<file path="config.mk">
export PLATFORM = sky130hd
export DESIGN_NAME = iir_coef_sequencer
export DESIGN_NICKNAME = d
export VERILOG_FILES = /design/src/rtl/iir_ctrl_pkg.sv /design/src/rtl/iir_coef_sequencer.sv
export SDC_FILE = /design/constraint.sdc
export NUM_CORES = 1
export LEC_CHECK = 0
export BUFFER_PORTS_ARGS = -buffer_cell sky130_fd_sc_hd__buf_2
export CAP_MARGIN = 5
export CORE_ASPECT_RATIO = 2
export CORE_MARGIN = 2
export CORE_UTILIZATION = 30
export DETAILED_ROUTE_END_ITERATION = 8
export MAX_ROUTING_LAYER = met4
export PLACE_DENSITY = 0.49
export SYNTH_ARGS = -nofsm -noshare
export SYNTH_HDL_FRONTEND = slang
export SYNTH_SLANG_ARGS = --single-unit
</file>
<file path="constraint.sdc">
create_clock -name clk -period 2.78 [get_ports clk]
set_input_delay 0.139 -clock clk [delete_from_list [all_inputs] [get_ports clk]]
set_output_delay 0.139 -clock clk [all_outputs]
set_load 0.005 [all_outputs]
</file>
<file path="src/rtl/iir_ctrl_pkg.sv">
// rtl/iir_ctrl_pkg.sv - shared types and constants for the IIR filter control path
package iir_ctrl_pkg;

   localparam int COEF_W    = 32;
   localparam int COEF_FRAC = 16;

   localparam logic [1:0] SEL_C1 = 2'b00;
   localparam logic [1:0] SEL_C2 = 2'b01;
   localparam logic [1:0] SEL_C3 = 2'b10;

   typedef enum logic [2:0] {
      IDLE  = 3'd0,
      LOAD0 = 3'd1,
      LOAD1 = 3'd2,
      LOAD2 = 3'd3,
      FLUSH = 3'd4,
      RUN   = 3'd5
   } iir_seq_state_t;

endpackage

</file>
<file path="src/rtl/iir_coef_sequencer.sv">
// rtl/iir_coef_sequencer.sv - loads a coefficient set into the IIR stage, flushes its history, gates its enable
module iir_coef_sequencer
   import iir_ctrl_pkg::*;
#(
   parameter int unsigned FLUSH_CYCLES = 2
) (
   input  logic              clk,
   input  logic              reset_n,
   input  logic              run,
   input  logic              cfg_valid,
   output logic              cfg_ready,
   input  logic [COEF_W-1:0] cfg_c1,
   input  logic [COEF_W-1:0] cfg_c2,
   input  logic [COEF_W-1:0] cfg_c3,
   output logic [COEF_W-1:0] coefficient,
   output logic [1:0]        reg_select,
   output logic              enable_reg_select,
   output logic              n_1_reset,
   output logic              en,
   output logic              loaded,
   output logic              busy
);

   localparam logic [7:0] FLUSH_LAST = 8'(FLUSH_CYCLES - 1);

   iir_seq_state_t    state, state_nxt;
   logic [7:0]        flush_cnt, flush_cnt_nxt;
   logic [COEF_W-1:0] hold_c2, hold_c3;
   logic              accept;

   logic              loaded_nxt;
   logic              cfg_ready_nxt;
   logic              busy_nxt;
   logic              en_nxt;
   logic              n_1_reset_nxt;
   logic              strobe_nxt;
   logic [1:0]        sel_nxt;
   logic [COEF_W-1:0] coef_nxt;

   assign accept = cfg_valid && cfg_ready;

   always_comb begin
      state_nxt     = state;
      flush_cnt_nxt = flush_cnt;
      loaded_nxt    = loaded;
      case (state)
         IDLE: begin
            if (accept) begin
               state_nxt = LOAD0;
            end else if (run && loaded) begin
               state_nxt     = FLUSH;
               flush_cnt_nxt = FLUSH_LAST;
            end
         end
         RUN: begin
            // a new set takes priority over a simultaneous stop request
            if (accept) begin
               state_nxt = LOAD0;
            end else if (!run) begin
               state_nxt = IDLE;
            end
         end
         LOAD0: state_nxt = LOAD1;
         LOAD1: state_nxt = LOAD2;
         LOAD2: begin
            state_nxt     = FLUSH;
            flush_cnt_nxt = FLUSH_LAST;
         end
         FLUSH: begin
            if (flush_cnt == 8'd0) begin
               loaded_nxt = 1'b1;
               state_nxt  = run ? RUN : IDLE;
            end else begin
               flush_cnt_nxt = flush_cnt - 8'd1;
            end
         end
         default: state_nxt = IDLE;
      endcase
   end

   // Outputs are decoded from the next state so they appear registered in step with it
   always_comb begin
      cfg_ready_nxt = 1'b0;
      busy_nxt      = 1'b0;
      en_nxt        = 1'b0;
      n_1_reset_nxt = 1'b0;
      strobe_nxt    = 1'b0;
      sel_nxt       = SEL_C1;
      coef_nxt      = '0;
      case (state_nxt)
         IDLE: cfg_ready_nxt = 1'b1;
         RUN: begin
            cfg_ready_nxt = 1'b1;
            en_nxt        = 1'b1;
         end
         LOAD0: begin
            busy_nxt   = 1'b1;
            strobe_nxt = 1'b1;
            sel_nxt    = SEL_C1;
            coef_nxt   = cfg_c1;
         end
         LOAD1: begin
            busy_nxt   = 1'b1;
            strobe_nxt = 1'b1;
            sel_nxt    = SEL_C2;
            coef_nxt   = hold_c2;
         end
         LOAD2: begin
            busy_nxt   = 1'b1;
            strobe_nxt = 1'b1;
            sel_nxt    = SEL_C3;
            coef_nxt   = hold_c3;
         end
         FLUSH: begin
            busy_nxt      = 1'b1;
            n_1_reset_nxt = 1'b1;
         end
         default: cfg_ready_nxt = 1'b1;
      endcase
   end

   always_ff @(posedge clk or negedge reset_n) begin
      if (!reset_n) begin
         state             <= IDLE;
         flush_cnt         <= '0;
         hold_c2           <= '0;
         hold_c3           <= '0;
         cfg_ready         <= 1'b1;
         coefficient       <= '0;
         reg_select        <= SEL_C1;
         enable_reg_select <= 1'b0;
         n_1_reset         <= 1'b0;
         en                <= 1'b0;
         loaded            <= 1'b0;
         busy              <= 1'b0;
      end else begin
         state             <= state_nxt;
         flush_cnt         <= flush_cnt_nxt;
         if (accept) begin
            hold_c2 <= cfg_c2;
            hold_c3 <= cfg_c3;
         end
         cfg_ready         <= cfg_ready_nxt;
         coefficient       <= coef_nxt;
         reg_select        <= sel_nxt;
         enable_reg_select <= strobe_nxt;
         n_1_reset         <= n_1_reset_nxt;
         en                <= en_nxt;
         loaded            <= loaded_nxt;
         busy              <= busy_nxt;
      end
   end

endmodule

</file>
# ---- Yosys cells after proc, flatten, opt, wreduce, memory -nomap -nowiden
# Index checks and enable logic that the tools add are counted.
# W data, S select, Z words.
dict set report classes {
  n_addsub 1
  eq_ne 13
  n_mux 18
  n_reduce_logical 9
}
# operator count
set ops {}
lappend ops {{$pmux W32 S3} 1}
lappend ops {{$mux W8} 3}
lappend ops {{$pmux W8 S3} 1}
lappend ops {{$mux W3} 6}
lappend ops {{$pmux W3 S6} 1}
lappend ops {{$eq A3 B2 Y1 const B} 4}
lappend ops {{$eq A3 B3 Y1 const B} 4}
lappend ops {{$logic_not A8 Y1} 1}
lappend ops {{$sub A8 B1 Y8 const B} 1}
lappend ops {{$eq A3 B1 Y1 const B} 2}
lappend ops {{$ne A2 B2 Y1 const B} 3}
lappend ops {{$mux W1} 5}
lappend ops {{$pmux W2 S2} 1}
lappend ops {{$reduce_and A4 Y1} 1}
lappend ops {{$reduce_or A4 Y1} 1}
lappend ops {{$logic_not A3 Y1} 1}
lappend ops {{$reduce_bool A3 Y1} 1}
lappend ops {{$reduce_or A3 Y1} 1}
lappend ops {{$logic_and A1 B1 Y1} 2}
lappend ops {{$reduce_and A2 Y1} 1}
dict set report totals {
  register_bits 115
  in_bits 100
}

# ---- Depth between registers and ports, before layout
# Gate-level depths: netlist of the first run.
dict set report logic_depth {
  ltp_word 7
  depth_mapped 9
}

# ---- Worst setup path after synthesis of the first run
# No wires, ideal clock.
dict set report synth_timing {
  path_type {register to register}
  startpoint {reg flush_cnt[0]}
  endpoint {reg coefficient[0]}
  setup_ns 0.064
  arrival_ns 2.206
  required_time_ns 2.716
  path_slack_ns 0.510
  stages_incl_launch_ff 10
  path_cell_list {dfrtp_1 > inv_1 > ha_1 > or3b_2 > or4_1 > and2_1 > buf_6 > nor3_4 > buf_6 > a21o_1}
}
dict set report synth_via {
  elab_chain_cells 5
  word_cells_on_any_way 7
  classes_between {3 x eq/ne; 3 x mux; 1 x reduce/logical}
}
# item line
set synth_rtl {}
lappend synth_rtl {{from (decl)} iir_coef_sequencer.sv:27} ;# logic [7:0] flush_cnt, flush_cnt_nxt;
lappend synth_rtl {{from (signal assigned)} iir_coef_sequencer.sv:138} ;# flush_cnt <= flush_cnt_nxt;
lappend synth_rtl {{$logic_not A8 Y1 (*)} iir_coef_sequencer.sv:70} ;# if (flush_cnt == 8'd0) begin
lappend synth_rtl {{$mux W3 (*)} iir_coef_sequencer.sv:70}
lappend synth_rtl {{$pmux W3 S6 (*)} iir_coef_sequencer.sv:46} ;# case (state)
lappend synth_rtl {{$eq A3 B2 Y1 / $eq A3 B1 Y1 (equally long branches)} iir_coef_sequencer.sv:90} ;# case (state_nxt)
lappend synth_rtl {{$pmux W32 S3 (*)} iir_coef_sequencer.sv:90}
lappend synth_rtl {{named net coef_nxt[0]} iir_coef_sequencer.sv:38} ;# logic [COEF_W-1:0] coef_nxt;
lappend synth_rtl {{to (signal assigned)} iir_coef_sequencer.sv:144} ;# coefficient <= coef_nxt;
lappend synth_rtl {{to (decl)} iir_coef_sequencer.sv:15} ;# output logic [COEF_W-1:0] coefficient,
# Mark *: on every way through the listed nets, which the timed path passes. The rest lies on a longest branch.
# A chain may end at the register's enable or synchronous reset.

# ---- Worst setup path in the final report of the first run
dict set report layout_timing {
  startpoint {reg flush_cnt[0]}
  endpoint {reg coefficient[17]}
}
# Same word-level chain as after synthesis.

==> results of run 1 <==
-- critical path: stages (launching register included) --
cell and delay [ns]:
dfrtp_1 0.40, inv_1 0.10, ha_1 0.14, or3b_2 0.48, or4_1 0.40, and2_1 0.29, nor3_4 0.16, buf_4 0.28
a21o_1 0.16
-- sequential cells by signal, indices dropped and copies added, names as in the netlist --
name / cells
coefficient: 32
hold_c2: 32
hold_c3: 32
flush_cnt: 8
state: 3
reg_select: 2
busy: 1
cfg_ready: 1
en: 1
enable_reg_select: 1
loaded: 1
n_1_reset: 1
-- cell type report --
class                           instances  area, um^2  share of cell area
Clock buffer                           18       439.2             0.06053
Clock inverter                         14       203.9             0.02811
Inverter                                7       26.28            0.003621
Multi-Input combinational cell        192        1698              0.2340
Sequential cell                       115        2879              0.3968
Tap cell                              198       247.7             0.03414
Timing Repair Buffer                  245        1762              0.2428
-- worst max path at each step --
stage,start,to
global placement,flush_cnt[0],coefficient[29]
CTS,flush_cnt[0],coefficient[17]
global route,flush_cnt[0],coefficient[29]
detailed placement,flush_cnt[0],coefficient[17]
finish,flush_cnt[0],coefficient[17]
floorplan,flush_cnt[0],coefficient[0]
-- logic make-up (layout without fill, tap and decap cells) --
family,count (synthesis),after routing,synth area share
and+or+nand+nor,43,43,0.05567
AOI/OAI and AO/OA,78,78,0.1340
xor gates and xnor gates,1,1,0.001865
muxes,68,68,0.1619
buffers and inverters,27,284,0.02849
adders and majority gates,2,2,0.005325
DFF,115,115,0.6128
-- repair_timing --
action	CTS	global route
endpoints found under the hold margin	124	0
buffers inserted	0	0
resized for setup	0	0
endpoints found under the setup margin	0	0
hold buffers	97	0
-- power by group through the flow --
stage                     combinational [W]  clock, W  sequential (W)
after CTS                           0.00262   0.00240         0.00286
after floorplan                     0.00179         0         0.00279
after global placement              0.00244         0         0.00285
final                               0.00256   0.00234         0.00286
after global routing                0.00285   0.00249         0.00294
after detailed placement            0.00251         0         0.00288
-- metrics by stage --
| stage | utilization | total power (W) | std cells | instance area [um^2] |
|---|---|---|---|---|
| 2_1_floorplan | - | 0.004581 | 334 | 4698 |
| 3_3_place_gp | 0.3689 | 0.005296 | 660 | 5642 |
| 3_5_place_dp | 0.3689 | 0.005391 | 660 | 5642 |
| 4_1_cts | 0.4744 | 0.007877 | 789 | 7256 |
| 5_1_grt | 0.4744 | 0.008276 | 789 | 7256 |
| 6_report | 0.4744 | 0.007757 | 789 | 7256 |
-- cells in the final DEF (no fill, tap or decap), types with 2 or more instances in the layout --
cell type | Yosys | layout
nand2_1 | 10 | 9
mux2i_1 | 4 | 4
clkinv_4 | 0 | 5
a21o_1 | 33 | 33
clkbuf_16 | 0 | 17
ha_1 | 2 | 2
buf_2 | 2 | 138
nor3_1 | 2 | 2
nand2b_1 | 5 | 5
or3b_1 | 2 | 2
bufinv_16 | 0 | 4
o31ai_1 | 3 | 3
buf_4 | 0 | 8
nand3_1 | 2 | 2
mux2_2 | 64 | 64
clkinvlp_4 | 0 | 3
dfrtp_1 | 114 | 114
inv_6 | 0 | 2
inv_1 | 6 | 6
dlygate4sd3_1 | 0 | 97
buf_12 | 0 | 2
or4_1 | 5 | 5
nor2_1 | 4 | 4
or2_2 | 3 | 3
nor3b_2 | 0 | 2
a22o_1 | 32 | 32
-- routing by layer --
metal	track usage	part of all wire
met1	0.1612	0.36
met5	-	0
met3	0.03003	0.029
met4	0.07164	0.022
met2	0.2987	0.59
==> reports/results.ini, run 1 <==
[run_status]
status = complete, no violations

[floorplanning]
boundaryPins = 140
rows = 64
die_h_um = 181.0
dieWidth_um = 92.49
core_mm2 = 0.01529
die_area_mm2 = 0.01674
initial_core_util = 0.3072

[job]
maxCapViolations = 0

[clock_tree]
cts_tree = built
cts_root_buf = clkbuf_16
clockBufferDepth = 2
h-tree-depth = 4
numCtsBuffers = 17
path_clk_slew_ns = 0.06
numClockSinks = 115
insertion_delay_ns = 0.40

[timing]
max_freq_ghz = 0.4036
slew_headroom = 0.5279
finClkSkew_ns = 0.007942
tightest_slew_ns = 0.7057
fin_tns_setup_ns = 0
setup_viol = 0
grt_setup_unrepaired = false
min_period_ns = 2.478
whs_ns = 0.2067
slew_violations = 0
fin_crit_sh = 0.8913
worst_slack_ns = 0.3021
hold_violations = 0

[worst_setup_path]
reg2reg_setup_slack_ns = 0.30
end_kind = flip-flop
required_ns = 3.12
crit_fanout = 19
path_class = flip-flop to flip-flop
r2r_end = coefficient[17]
start_kind = flip-flop
r2r_start = flush_cnt[0]
reg2reg_depth = 8
worstPathArrival_ns = 2.82

[pwr]
p_leak_nw = 3.672
p_per_area_mw_per_mm2 = 1069
swShare = 0.3032
p_int_w = 0.005405
clkPwrFrac = 0.301
pwr-share-comb = 0.330
vdd_drop_max_uv = 519.5
p_sw_w = 0.002352
p_seq_frac = 0.368

[drt]
drc = 0
vias = 3633
routed_wirelength_um = 12480
drtIter0Drc = 136
ant_nets = 0
vias_per_cell = 4.605
routedWlPerCell_um = 15.82
drtPass1Iterations = 4

[global_routing]
grt_antenna_before_repair = 0
grt_pass1_vias = 4024
grt_overflow_total = 0
grt_util_all_layers = 0.1618
grt_max_degree = 57
grt_pass1_wl_um = 20110

[synth]
synth.largest_area_cell = dfrtp_1
synth-edff-count = 0
yosysWarnings = 0
synth-async-reset-ratio = 1.000
ys_ff_latch = 115
synth.most_common_cell = dfrtp_1
ys_types = 42
synth_seq_area_share = 0.6128
synth_top_area_share = 0.6072
syn_inst = 334
syn_avg_cell_area_um2 = 14.07
synth_nets = 436
ys.flop_type = dfrtp_1
synth_common_cells = dfrtp_1 (114), mux2_2 (64), a21o_1 (33)
yosys-top-cells-area = dfrtp_1 (61%), mux2_2 (15%), a22o_1 (6.0%), a21o_1 (5.3%), clkbuf_1 (1.0%)
netlist_area_mm2 = 0.004698

[placement]
gp_congestion = 0.7938
port_buffers = 139
hpwl_um = 8197
dp_slack_ns = 0.3140

[final_layout]
final_layout_size_suffix_gt1_frac = 0.4332
syn2layout_area_growth_pct = 54.43
antenna_cells = 0
fin_nets = 680
fillCellCount = 1426

[worst_hold_path]
hold_path.class = primary input to asynchronous set/reset pin

(Power assumes the default switching activity.)
==> run 2: changes to the inputs <==
--- a/config.mk
+++ b/config.mk
@@ -9,10 +9,10 @@
 export CAP_MARGIN = 5
 export CORE_ASPECT_RATIO = 2
 export CORE_MARGIN = 2
-export CORE_UTILIZATION = 30
+export CORE_UTILIZATION = 50
 export DETAILED_ROUTE_END_ITERATION = 8
 export MAX_ROUTING_LAYER = met4
-export PLACE_DENSITY = 0.49
+export PLACE_DENSITY = 0.76
 export SYNTH_ARGS = -nofsm -noshare
 export SYNTH_HDL_FRONTEND = slang
 export SYNTH_SLANG_ARGS = --single-unit
==> reports/results.ini, run 2 (synthesized netlist as in run 1, its figures left out) <==
[run_status]
status = complete, no violations  ; unchanged

[final_layout]
fin_nets = 677  ; was 680
final_common_cell = buf_2  ; unchanged
top_regs = coefficient: 32 flops, hold_c2: 32 flops, hold_c3: 32 flops  ; unchanged
fillCellCount = 595  ; was 1426
multiInputGateArea_mm2 = 0.001698  ; unchanged
seq_area_mm2 = 0.002879  ; unchanged
final_cell_count_no_fill = 690  ; was 789
final_layout_size_suffix_gt1_frac = 0.4232  ; was 0.4332
final_cell_mix = buf_2 (138), dfrtp_1 (114), dlygate4sd3_1 (97)  ; unchanged
antenna_cells = 0  ; unchanged
finalCoreUtilization = 0.7568  ; was 0.4744
syn2layout_area_growth_pct = 49.13  ; was 54.43%
fin_area_mm2 = 0.007007  ; was 0.007256 mm^2

[global_routing]
grt_use_met1 = 0.2711  ; was 0.1612
grt_max_degree = 64  ; was 57
grt_pass1_vias = 4163  ; was 4024
grt_pass1_wl_um = 20260  ; was 20110 um
grt_overflow_total = 0  ; unchanged
grt_antenna_before_repair = 0  ; unchanged
top_usage_layer = met2  ; unchanged
grt_use_met2 = 0.4856  ; was 0.2987
use_met3 = 0.05647  ; was 0.03003
grt_util_all_layers = 0.2747  ; was 0.1618

[timing]
min_period_ns = 2.486  ; was 2.478 ns
slew_headroom = 0.4382  ; was 0.5279
setup_viol = 0  ; unchanged
slew_violations = 0  ; unchanged
grt_setup_unrepaired = false  ; unchanged
fin_tns_setup_ns = 0  ; unchanged
tightest_slew_ns = 0.8398  ; was 0.7057 ns
hold_violations = 0  ; unchanged
finClkSkew_ns = 0.007136  ; was 0.007942 ns
fin_crit_sh = 0.8943  ; was 0.8913
max_freq_ghz = 0.4022  ; was 0.4036 GHz

[pwr]
p_per_area_mw_per_mm2 = 1060  ; was 1069 mW/mm^2
vdd_drop_max_uv = 715.6  ; was 519.5 uV
p_leak_nw = 3.624  ; was 3.672 nW

[clock_tree]
postCtsSetupBuffers = 0  ; unchanged
cts_root_buf = clkbuf_16  ; unchanged
numClockSinks = 115  ; unchanged
cts_resized = 0  ; unchanged
cts_tree = built  ; unchanged
clockBufferDepth = 2  ; unchanged
numCtsBuffers = 17  ; unchanged
h-tree-depth = 4  ; unchanged
path_clk_slew_ns = 0.05  ; was 0.06 ns
insertion_delay_ns = 0.40  ; about the same
hold_buffers = 97  ; unchanged

[placement]
gp_congestion = 0.8187  ; was 0.7938
port_buffers = 139  ; unchanged
place_area_mm2 = 0.005514  ; was 0.005642 mm^2
placedCellCount = 563  ; was 660
hpwl_um = 7302  ; was 8197 um

[worst_setup_path]
path_class = flip-flop to flip-flop  ; unchanged
reg2reg_setup_slack_ns = 0.29  ; was 0.30 ns
start_kind = flip-flop  ; unchanged
end_kind = flip-flop  ; unchanged
reg2reg_depth = 8  ; unchanged
r2r_start = flush_cnt[0]  ; unchanged
worstPathArrival_ns = 2.82  ; about the same
crit_fanout = 25  ; was 19
required_ns = 3.11  ; was 3.12 ns
r2r_end = coefficient[19]  ; was coefficient[17]

[drt]
drtIter0Drc = 193  ; was 136
vias = 3731  ; was 3633
routedWlPerCell_um = 18.31  ; was 15.82 um
drtPass1Iterations = 4  ; unchanged
drc = 0  ; unchanged
vias_per_cell = 5.407  ; was 4.605
ant_nets = 0  ; unchanged
routed_wirelength_um = 12630  ; was 12480 um

[floorplanning]
die_h_um = 141.1  ; was 181.0 um
initial_core_util = 0.5074  ; was 0.3072
rows = 50  ; was 64
boundaryPins = 140  ; unchanged
core_mm2 = 0.009259  ; was 0.01529 mm^2
die_area_mm2 = 0.01024  ; was 0.01674 mm^2
dieWidth_um = 72.55  ; was 92.49 um

[job]
maxCapViolations = 0  ; unchanged

[worst_hold_path]
hold_path.class = primary input to asynchronous set/reset pin  ; unchanged

## run 2: worst max-delay path by stage
stage                             from         endpoint  slack [ns]  cells after the start
after floorplan           flush_cnt[0]   coefficient[0]        0.51                      9
after global placement    flush_cnt[0]  coefficient[14]        0.45                      8
after detailed placement  flush_cnt[0]  coefficient[22]        0.38                      8
after CTS                 flush_cnt[0]  coefficient[22]        0.35                      8
after global routing      flush_cnt[0]  coefficient[19]        0.17                      8
final                     flush_cnt[0]  coefficient[19]        0.29                      8
## run 2: metrics by stage
step                hold WS (ns)  power (W)  setup WS, ns
finish                    0.3206   0.007429        0.2939
global route              0.3841   0.007865        0.1739
CTS                       0.3393   0.007393        0.3497
detailed placement        0.2185   0.005367        0.3765
global placement          0.2069   0.005208        0.4538
floorplan                -0.1566   0.004581        0.5102
## run 2: area by class of cell
class	instances	share of cell area
multi-input cells	192	0.2423
clock buffers	24	0.07018
well taps	104	0.01857
repair buffers	242	0.2500
flip-flops and latches	115	0.4109
clock inverters	6	0.004286
inverters	7	0.003750
## run 2: report_power, final
| part | leakage (nW) | switching [W] | total, W | internal [W] |
|---|---|---|---|---|
| sequential | 1.41 | 0.000433 | 0.00290 | 0.00247 |
| clock | 0.265 | 0.000692 | 0.00190 | 0.00121 |
| combinational | 1.95 | 0.00120 | 0.00263 | 0.00142 |
## run 2: worst max-delay path: stages, from the launching register on
cell,delay [ns]
dfrtp_1,0.41
inv_1,0.09
ha_1,0.14
or3b_2,0.48
or4_1,0.41
and2_1,0.28
nor3_4,0.21
buf_12,0.21
a21o_1,0.16
## run 2: metal layers
metal | routed length [um] | vias to the layer above
met5 | 0 | -
met4 | 527 | 0
met3 | 492 | 43
met2 | 7301 | 137
met1 | 4313 | 1855
li1 | - | 1696
==> run 3: changes to the inputs <==
--- a/config.mk
+++ b/config.mk
@@ -9,10 +9,12 @@
 export CAP_MARGIN = 5
 export CORE_ASPECT_RATIO = 2
 export CORE_MARGIN = 2
-export CORE_UTILIZATION = 50
+export CORE_UTILIZATION = 38
+export CTS_CLUSTER_SIZE = 40
 export DETAILED_ROUTE_END_ITERATION = 8
 export MAX_ROUTING_LAYER = met4
-export PLACE_DENSITY = 0.76
+export PLACE_DENSITY = 0.6
 export SYNTH_ARGS = -nofsm -noshare
 export SYNTH_HDL_FRONTEND = slang
 export SYNTH_SLANG_ARGS = --single-unit
+export TNS_END_PERCENT = 1
==> reports/results.ini, run 3 (synthesized netlist as in run 1, its figures left out) <==
[final_layout]
syn2layout_area_growth_pct = 51.40  ; was 49.13%
fin_area_mm2 = 0.007113  ; was 0.007007 mm^2
fillCellCount = 1004  ; was 595
final_common_cell = buf_2  ; unchanged
final_layout_size_suffix_gt1_frac = 0.4276  ; was 0.4232
antenna_cells = 0  ; unchanged
final_cell_mix = buf_2 (138), dfrtp_1 (114), dlygate4sd3_1 (97)  ; unchanged
finalCoreUtilization = 0.5867  ; was 0.7568
fin_nets = 678  ; was 677
seq_area_mm2 = 0.002879  ; unchanged
multiInputGateArea_mm2 = 0.001698  ; unchanged
top_regs = coefficient: 32 flops, hold_c2: 32 flops, hold_c3: 32 flops  ; unchanged

[timing]
slew_violations = 0  ; unchanged
slew_headroom = 0.5444  ; was 0.4382
fin_crit_sh = 0.8837  ; was 0.8943
hold_violations = 0  ; unchanged
fin_tns_setup_ns = 0  ; unchanged
grt_setup_unrepaired = false  ; unchanged
setup_viol = 0  ; unchanged
max_freq_ghz = 0.4070  ; was 0.4022 GHz
tightest_slew_ns = 0.6833  ; was 0.8398 ns
worst_slack_ns = 0.3232  ; was 0.2939 ns
min_period_ns = 2.457  ; was 2.486 ns
finClkSkew_ns = 0.007899  ; was 0.007136 ns

[worst_hold_path]
hold_path.class = primary input to asynchronous set/reset pin  ; unchanged

[pwr]
finalPower_w = 0.007510  ; was 0.007429 W
p_leak_nw = 3.632  ; was 3.624 nW
p_per_area_mw_per_mm2 = 1056  ; was 1060 mW/mm^2
vdd_drop_max_uv = 488.6  ; was 715.6 uV

[drt]
routed_wirelength_um = 11830  ; was 12630 um
ant_nets = 0  ; unchanged
drtPass1Iterations = 4  ; unchanged
drtIter0Drc = 145  ; was 193
routedWlPerCell_um = 16.11  ; was 18.31 um
vias_per_cell = 4.955  ; was 5.407
vias = 3637  ; was 3731
drc = 0  ; unchanged

[placement]
hpwl_um = 7498  ; was 7302 um
port_buffers = 139  ; unchanged
dp_slack_ns = 0.3395  ; was 0.3765 ns
place_area_mm2 = 0.005575  ; was 0.005514 mm^2
gp_congestion = 0.8582  ; was 0.8187

[clock_tree]
path_clk_slew_ns = 0.05  ; about the same
cts_root_buf = clkbuf_16  ; unchanged
h-tree-depth = 4  ; unchanged
postCtsSetupBuffers = 0  ; unchanged
numCtsBuffers = 17  ; unchanged
numClockSinks = 115  ; unchanged
cts_tree = built  ; unchanged
clockBufferDepth = 2  ; unchanged
insertion_delay_ns = 0.40  ; about the same

[floorplanning]
dieWidth_um = 82.63  ; was 72.55 um
boundaryPins = 140  ; unchanged
die_h_um = 161.3  ; was 141.1 um
die_area_mm2 = 0.01332  ; was 0.01024 mm^2
rows = 57  ; was 50
initial_core_util = 0.3875  ; was 0.5074
core_mm2 = 0.01212  ; was 0.009259 mm^2

[worst_setup_path]
path_class = flip-flop to flip-flop  ; unchanged
crit_fanout = 25  ; unchanged
start_kind = flip-flop  ; unchanged
r2r_start = flush_cnt[0]  ; unchanged
end_kind = flip-flop  ; unchanged
worstPathArrival_ns = 2.79  ; was 2.82 ns
required_ns = 3.12  ; was 3.11 ns
crit_path_start = flush_cnt[0]  ; unchanged

[global_routing]
grt_overflow_total = 0  ; unchanged
grt_pass1_wl_um = 19050  ; was 20260 um
grt_max_degree = 65  ; was 64
grt_util_all_layers = 0.1967  ; was 0.2747
grt_pass1_vias = 4108  ; was 4163
grt_antenna_before_repair = 0  ; unchanged

[job]
maxCapViolations = 0  ; unchanged

[run_status]
status = complete, no violations  ; unchanged

==> run 3: cell types whose count changed in the layout (fill, tap and decap cells not counted) <==
| cell | before | now |
|---|---|---|
| clkbuf_8 | 4 | 2 |
| buf_4 | 4 | 5 |
| bufinv_16 | 0 | 2 |
| clkbuf_1 | 3 | 1 |
| clkinv_2 | 6 | 4 |
| clkinvlp_4 | 0 | 4 |
==> run 3: worst max-delay path, stage by stage (launching register included) <==
cell,delay [ns]
dfrtp_1,0.39
inv_1,0.10
ha_1,0.15
or3b_2,0.48
or4_1,0.41
and2_1,0.28
nor3_4,0.21
buf_12,0.20
a21o_1,0.14
==> run 3: what timing repair did <==
item,4_1_cts,5_1_grt
hold endpoints to repair,147,0
resized for setup,0,0
hold buffers,97,0
==> run 3: cell type report <==
class                      instances  area share
clock buffer                      20     0.06420
clock inverter                    10     0.01548
inverter                           7    0.003694
multi-input combinational        192      0.2387
sequential                       115      0.4047
tap                              147     0.02586
timing repair buffer             243      0.2473
==> run 3: through the flow <==
| step | std cells | hold WS [ns] |
|---|---|---|
| after global routing | 734 | 0.3748 |
| after global placement | 607 | 0.2167 |
| after floorplan | 334 | -0.1566 |
| after detailed placement | 607 | 0.2212 |
| final | 734 | 0.3164 |
| after CTS | 734 | 0.3454 |
==> run 3: metal layers <==
layer / global-route usage / vias to the layer above / wire length (um)
met1: 0.1961 / 1800 / 4308
li1: - / 1691 / -
met5: - / - / 0
met2: 0.3431 / 113 / 6682
met4: 0.1021 / 0 / 399
met3: 0.04525 / 33 / 435
==> run 3: final timing paths <==
| check | slack [ns] | depth (start not counted) | endpoint |
|---|---|---|---|
| hold reg to reg | 0.50 | 1 | hold_c2[16] |
| setup reg to reg | 0.32 | 8 | coefficient[5] |
| hold / removal | 0.32 | 2 | coefficient[12] |
| max in group asynchronous | 1.61 | 3 | cfg_ready |
| min in group clk | 0.41 | 4 | en |
| setup / recovery | 0.32 | 8 | coefficient[5] |
==> run 3: power by group <==
part / switching (W) / total [W] / internal, W / leakage (nW)
sequential: 0.000396 / 0.00286 / 0.00247 / 1.41
clock: 0.000731 / 0.00208 / 0.00135 / 0.270
combinational: 0.00115 / 0.00257 / 0.00142 / 1.95
total: 0.00227 / 0.00751 / 0.00524 / 3.63
